[config.mk]
export PLATFORM = sky130hd
export DESIGN_NAME = divider_multi
export DESIGN_NICKNAME = d
export VERILOG_FILES = /design/src/rtl/divider_multi.sv
export SDC_FILE = /design/constraint.sdc
export NUM_CORES = 1
export LEC_CHECK = 0
export CAP_MARGIN = 5
export CORE_MARGIN = 2
export CORE_UTILIZATION = 55
export CTS_CLUSTER_SIZE = 16
export DETAILED_ROUTE_END_ITERATION = 6
export PLACE_DENSITY = 0.86
export SYNTH_ARGS = -nofsm -noshare
export SYNTH_HDL_FRONTEND = slang
export SYNTH_SLANG_ARGS = --single-unit
[constraint.sdc]
create_clock -name Clk -period 5.3 [get_ports Clk]
set_input_delay 0.53 -clock Clk [delete_from_list [all_inputs] [get_ports Clk]]
set_output_delay 0.53 -clock Clk [all_outputs]
set_load 0.02 [all_outputs]
[src/rtl/divider_multi.sv]
// divider_multi
//   Parametrised Start/Ack unsigned divider. The division algorithm is chosen
//   at elaboration time:
//     MODE 0 - repeated subtraction, STEPS conditional subtractions per clock
//     MODE 1 - restoring shift-subtract, STEPS quotient bits per clock
//   A divisor of zero is flagged at Start, and the unit goes straight to DONE_S.
//   SCEN gates every COMPUTE clock, so a division can be single-stepped from a
//   board button. Cycles counts the enabled COMPUTE clocks of the current or
//   last division.
//
// Ports
//   Clk        clock; all state changes on the rising edge
//   Reset      asynchronous, active-high reset
//   Xin, Yin   dividend and divisor (unsigned, WIDTH bits)
//   Start      begin a division (sampled in INITIAL)
//   Ack        acknowledge the result (sampled in DONE_S)
//   SCEN       single-cycle enable; COMPUTE advances only while high
//   Done       high in DONE_S
//   DivZero    Yin was zero at Start
//   Quotient   quotient register
//   Remainder  remainder register; during COMPUTE it shows the working remainder
//   Cycles     enabled COMPUTE clocks, saturating at 2^CNT_W-1
//   Qi/Qc/Qd   one-hot state bits for INITIAL / COMPUTE / DONE_S

module divider_multi #(
  parameter int WIDTH = 8,
  parameter int STEPS = 2,
  parameter int MODE  = 0,
  parameter int CNT_W = 16
) (
  input  logic             Clk,
  input  logic             Reset,
  input  logic [WIDTH-1:0] Xin,
  input  logic [WIDTH-1:0] Yin,
  input  logic             Start,
  input  logic             Ack,
  input  logic             SCEN,
  output logic             Done,
  output logic             DivZero,
  output logic [WIDTH-1:0] Quotient,
  output logic [WIDTH-1:0] Remainder,
  output logic [CNT_W-1:0] Cycles,
  output logic             Qi,
  output logic             Qc,
  output logic             Qd
);

  localparam int IDX_W = $clog2(WIDTH + 1);
  localparam logic [IDX_W-1:0] IDX_LAST = IDX_W'(WIDTH);
  localparam logic [IDX_W-1:0] IDX_STEP = IDX_W'(STEPS);

  typedef enum logic [2:0] {
    INITIAL = 3'b001,
    COMPUTE = 3'b010,
    DONE_S  = 3'b100
  } state_t;

  state_t state;

  // x: working dividend (MODE 0) or dividend shift register (MODE 1)
  logic [WIDTH-1:0] x;
  logic [WIDTH-1:0] y;
  // Partial remainder for MODE 1; one extra bit because the shifted value
  // can reach 2*y-1 before the trial subtraction.
  logic [WIDTH:0]   p;
  logic [IDX_W-1:0] bit_idx;

  logic [WIDTH-1:0] m0_x, m0_q;
  logic [WIDTH-1:0] m1_x, m1_q;
  logic [WIDTH:0]   m1_p;
  logic [IDX_W-1:0] bit_next;

  logic [WIDTH-1:0] next_x;
  logic [WIDTH-1:0] next_q;
  logic [WIDTH-1:0] next_rem;
  logic             next_last;

  assign {Qd, Qc, Qi} = state;
  assign Done         = (state == DONE_S);

  // One clock's worth of chained steps for both algorithms; MODE picks which
  // result the registers take.
  always_comb begin
    m0_x = x;
    m0_q = Quotient;
    for (int s = 0; s < STEPS; s++) begin
      if (m0_x >= y) begin
        m0_x = m0_x - y;
        m0_q = m0_q + WIDTH'(1);
      end
    end

    m1_x = x;
    m1_q = Quotient;
    m1_p = p;
    for (int s = 0; s < STEPS; s++) begin
      m1_p = {m1_p[WIDTH-1:0], m1_x[WIDTH-1]};
      m1_x = m1_x << 1;
      if (m1_p >= {1'b0, y}) begin
        m1_p = m1_p - {1'b0, y};
        m1_q = {m1_q[WIDTH-2:0], 1'b1};
      end else begin
        m1_q = {m1_q[WIDTH-2:0], 1'b0};
      end
    end
    bit_next = bit_idx + IDX_STEP;

    if (MODE == 0) begin
      next_x    = m0_x;
      next_q    = m0_q;
      next_rem  = m0_x;
      next_last = (m0_x < y);
    end else begin
      next_x    = m1_x;
      next_q    = m1_q;
      next_rem  = m1_p[WIDTH-1:0];
      next_last = (bit_next == IDX_LAST);
    end
  end

  always_ff @(posedge Clk or posedge Reset) begin
    if (Reset) begin
      state     <= INITIAL;
      x         <= '0;
      y         <= '0;
      p         <= '0;
      bit_idx   <= '0;
      Quotient  <= '0;
      Remainder <= '0;
      Cycles    <= '0;
      DivZero   <= 1'b0;
    end else begin
      case (state)
        INITIAL: begin
          x        <= Xin;
          y        <= Yin;
          p        <= '0;
          bit_idx  <= '0;
          Quotient <= '0;
          Cycles   <= '0;
          DivZero  <= 1'b0;
          if (Start) begin
            if (Yin == '0) begin
              // Divide by zero finishes at once with a saturated quotient.
              state     <= DONE_S;
              DivZero   <= 1'b1;
              Quotient  <= '1;
              Remainder <= Xin;
            end else begin
              state <= COMPUTE;
            end
          end
        end

        COMPUTE: begin
          if (SCEN) begin
            if (Cycles != '1) begin
              Cycles <= Cycles + CNT_W'(1);
            end
            x         <= next_x;
            p         <= m1_p;
            bit_idx   <= bit_next;
            Quotient  <= next_q;
            Remainder <= next_rem;
            if (next_last) begin
              state <= DONE_S;
            end
          end
        end

        DONE_S: begin
          if (Ack) begin
            state <= INITIAL;
          end
        end

        default: state <= INITIAL;
      endcase
    end
  end

endmodule

==> flow_summary_export.csv <==
group,metric,value,unit
status,status,"finished, final reports clean",
critical_path,arrival,5300,ps
critical_path,cp-end-kind,"register",
logic_synthesis,yosysWarnings,0,
finish,antennaDiodeCount,0,
worst_hold_path,whs_path_depth,1,
critical_path,crit_path_start_kind,"register",
global_route,antenna_found_initial,0,
routing,first_iter_violations,221,
clock_tree,cts_sinks,52,
sta,period_needed,5080,ps
placed_design,dp.cells,605,
placed_design,gp_congestion,1.03,
floorplanning,fp-row-count,30,
routing,dr.pass1.iters,5,
logic_synthesis,synth_edf_count,0,
placed_design,postPlaceCellArea,4550,µm²
sta,hold_viol,0,
critical_path,criticalPathCategory,"reg2reg",
floorplanning,start_util,56.9,%
global_route,grt_pass1_wl,17100,µm
finish,multi_input_area,2460,µm²
logic_synthesis,synth.distinct_cells,56,
critical_path,ff2ff_setup_slack,220,ps
routing,num_vias,3817,
critical_path,reg2reg_depth,23,
floorplanning,dieArea,7750,µm²
logic_synthesis,synth_seq_cells,52,
critical_path,path_common_cell,"ha_1",
sta,fmax,197,MHz
sta,worstMarginPinSlew,1090,ps
clock_tree,clk_pin_slew,110,ps
finish,final_nets,567,
routing,postRouteAntennaNets,0,
placed_design,place.port_buffers,57,
logic_synthesis,netlist.top_cell.by_area,"dfrtp_1",
floorplanning,coreArea,6830,µm²
clock_tree,tritoncts,"done",
critical_path,worst-path-max-fanout,8,
global_route,grtUsageTotal,28.2,%
critical_path,cp_slowest_stage_delay,420,ps
finish,final_cell_area,4750,µm²
sta,slew_headroom,27.3,%
routing,drcViolationCount,0,
clock_tree,hold_buffers,0,
sta,drv_slew,0,
worst_hold_path,hp-class,"reg2reg",
global_route,grt_max_degree,53,
logic_synthesis,avgSynthCellArea,8.34,µm²
routing,wirelength,10700,µm
worst_hold_path,min_from,"DivZero",
sta,finalSetupViolCount,0,
logic_synthesis,netlist_instances,466,
logic_synthesis,synthTopCellsByArea,"dfrtp_1, ha_1, o21ai_0",
clock_tree,clock_latency,320,ps
finish,fill_cells,563,
placed_design,dp_hpwl,8000,µm
finish,area_growth_syn_to_layout,22.2,%
job,maxCapViolations,0,
global_route,overflow,0,
logic_synthesis,synth_seq_area_share,33.5,%
critical_path,crit-reg2reg-launch,"x[0]",
logic_synthesis,async_reset_ff_share,100,%
clock_tree,htree_levels,2,
sta,layout_worst_path_cycle_share,95.8,%
sta,fin_worst_skew,7.69,ps
finish,drive_gt1_share,8.09,%
floorplanning,die_y,88.0,µm
logic_synthesis,syn_nets,515,
logic_synthesis,syn_area,3880,µm²
clock_tree,clock_path_buffers,2,
floorplanning,io_pins,58,
global_route,first_global_vias,3553,
clock_tree,numCtsBuffers,5,
critical_path,required,5520,ps
routing,viasPerCell,6.21,
critical_path,path_cells,"inv_1 -> ha_1 -> inv_1 -> fa_1 -> nand3_1 -> nand2_1 -> o21a_4 -> o21ai_1 -> o21ai_0 -> ha_1 -> fa_1 -> nand2b_1 -> a21boi_2 -> o31ai_4 -> o21ai_4 -> buf_4 -> mux2_2 -> ha_1 -> nand4_1 -> or3_1 -> o21ai_0 -> a21oi_1 -> a21o_1",
critical_path,critPathSlowestCell,"dfrtp_1",
floorplanning,die_w,88.0,µm
clock_tree,cts_root_buf,"clkbuf_8",
logic_synthesis,ys.flop_type,"dfrtp_1",
finish,fin_cells,615,
worst_hold_path,holdPathEnd,"DivZero",
finish,seq_area,1300,µm²
routing,wl_per_cell,17.4,µm
logic_synthesis,synth_top_cell_area_share,32.9,%
critical_path,rr_endpoint,"state[2]",
==> synthesized netlist by cell type, drive strengths merged, types with 2 or more instances <==
cell type  instances
a211oi             4
a21boi             3
a21o               8
a21oi             38
a221o              2
a22o               2
a31o               2
and2               2
buf                3
clkbuf            17
dfrtp             51
fa                 2
ha                26
inv               31
mux2               6
mux2i              9
nand2             49
nand2b             6
nand3             10
nand4              8
nor2              36
nor2b              3
nor3              12
o2111ai            2
o211ai             7
o21a               8
o21ai             46
o221ai             2
o22ai              7
o311ai             2
o31a               2
o31ai              6
or3                8
or4                7
xnor2             22
xor2               4
==> layout by cell type, fill, tap and decap left out, types with 8 or more instances in the layout <==
| cell | count |
|---|---|
| clkdlybuf4s50_1 | 57 |
| dfrtp_1 | 51 |
| nand2_1 | 49 |
| o21ai_0 | 42 |
| a21oi_1 | 38 |
| nor2_1 | 33 |
| inv_1 | 30 |
| ha_1 | 26 |
| xnor2_1 | 22 |
| nor3_1 | 12 |
| nand3_1 | 10 |
| nand4_1 | 8 |
| a21o_1 | 8 |
| or3_1 | 8 |
| buf_4 | 8 |
==> cells by family (layout without fill, tap and decap cells) <==
family | Yosys count | count (layout) | share of synthesized area [%]
simple gates | 149 | 149 | 18.6
xor+xnor | 26 | 26 | 5.86
flops | 52 | 52 | 33.5
mux | 15 | 15 | 4.06
fa+ha+maj | 28 | 28 | 9.40
compound gates | 145 | 145 | 23.5
buf+inv | 51 | 104 | 5.06
==> layout make-up <==
class | instances | area share, %
Sequential cell | 52 | 27.4
Clock buffer | 6 | 1.53
Tap cell | 96 | 2.53
Multi-Input combinational cell | 363 | 51.9
Clock inverter | 2 | 0.817
Inverter | 31 | 2.45
Timing Repair Buffer | 65 | 13.3
==> stage by stage <==
step	hold WS [ps]	setup slack [ps]	TNS, ps	util, %
after floorplan	471	578	0	-
after global placement	468	193	0	66.6
after detailed placement	477	-35.2	-53.4	66.6
after CTS	501	39.2	0	68.4
after global routing	534	-69.0	-127	69.5
final	497	221	0	69.5
==> flip-flops by register name, summed over array words and instances (netlist names) <==
| register | count |
|---|---|
| Cycles | 16 |
| y | 8 |
| state | 3 |
| x | 8 |
| DivZero | 1 |
| Quotient | 8 |
| Remainder | 8 |
==> worst max path at each step <==
| stage | from | slack, ps | cells past startpoint | end |
|---|---|---|---|---|
| 6_report | x[0] | 220 | 23 | state[2] |
| 5_1_grt | x[0] | -70 | 24 | state[1] |
| 4_1_cts | x[0] | 40 | 23 | state[2] |
| 3_5_place_dp | x[0] | -40 | 24 | state[1] |
| 3_3_place_gp | x[0] | 190 | 24 | state[2] |
| 2_1_floorplan | x[0] | 580 | 23 | state[2] |
==> layer usage <==
metal  track usage (%)  part of all wire (%)  vias up
met1              38.3                    43     1844
li1                  -                     -     1778
met2              47.9                    48      175
met4              6.34                   1.8        0
met5                 0                     0        -
met3              4.34                   6.8       20
==> worst max-delay path, delay by kind of cell (launching register included) <==
family / cells / cell delay (ps)
compound gates: 9 / 1580
fa+ha+maj: 5 / 1460
simple gates: 5 / 900
flops: 1 / 420
mux: 1 / 340
buf+inv: 3 / 290
==> timing repair <==
item / in CTS / in global routing
resized for setup: 0 / 17
buffers inserted: 2 / 0
pin swaps: 1 / 1
endpoints found under the setup margin: 2 / 2
Power is left out: the tool's default activity adds up to more than one toggle a clock period on the data nets, which glitch-free logic cannot reach.
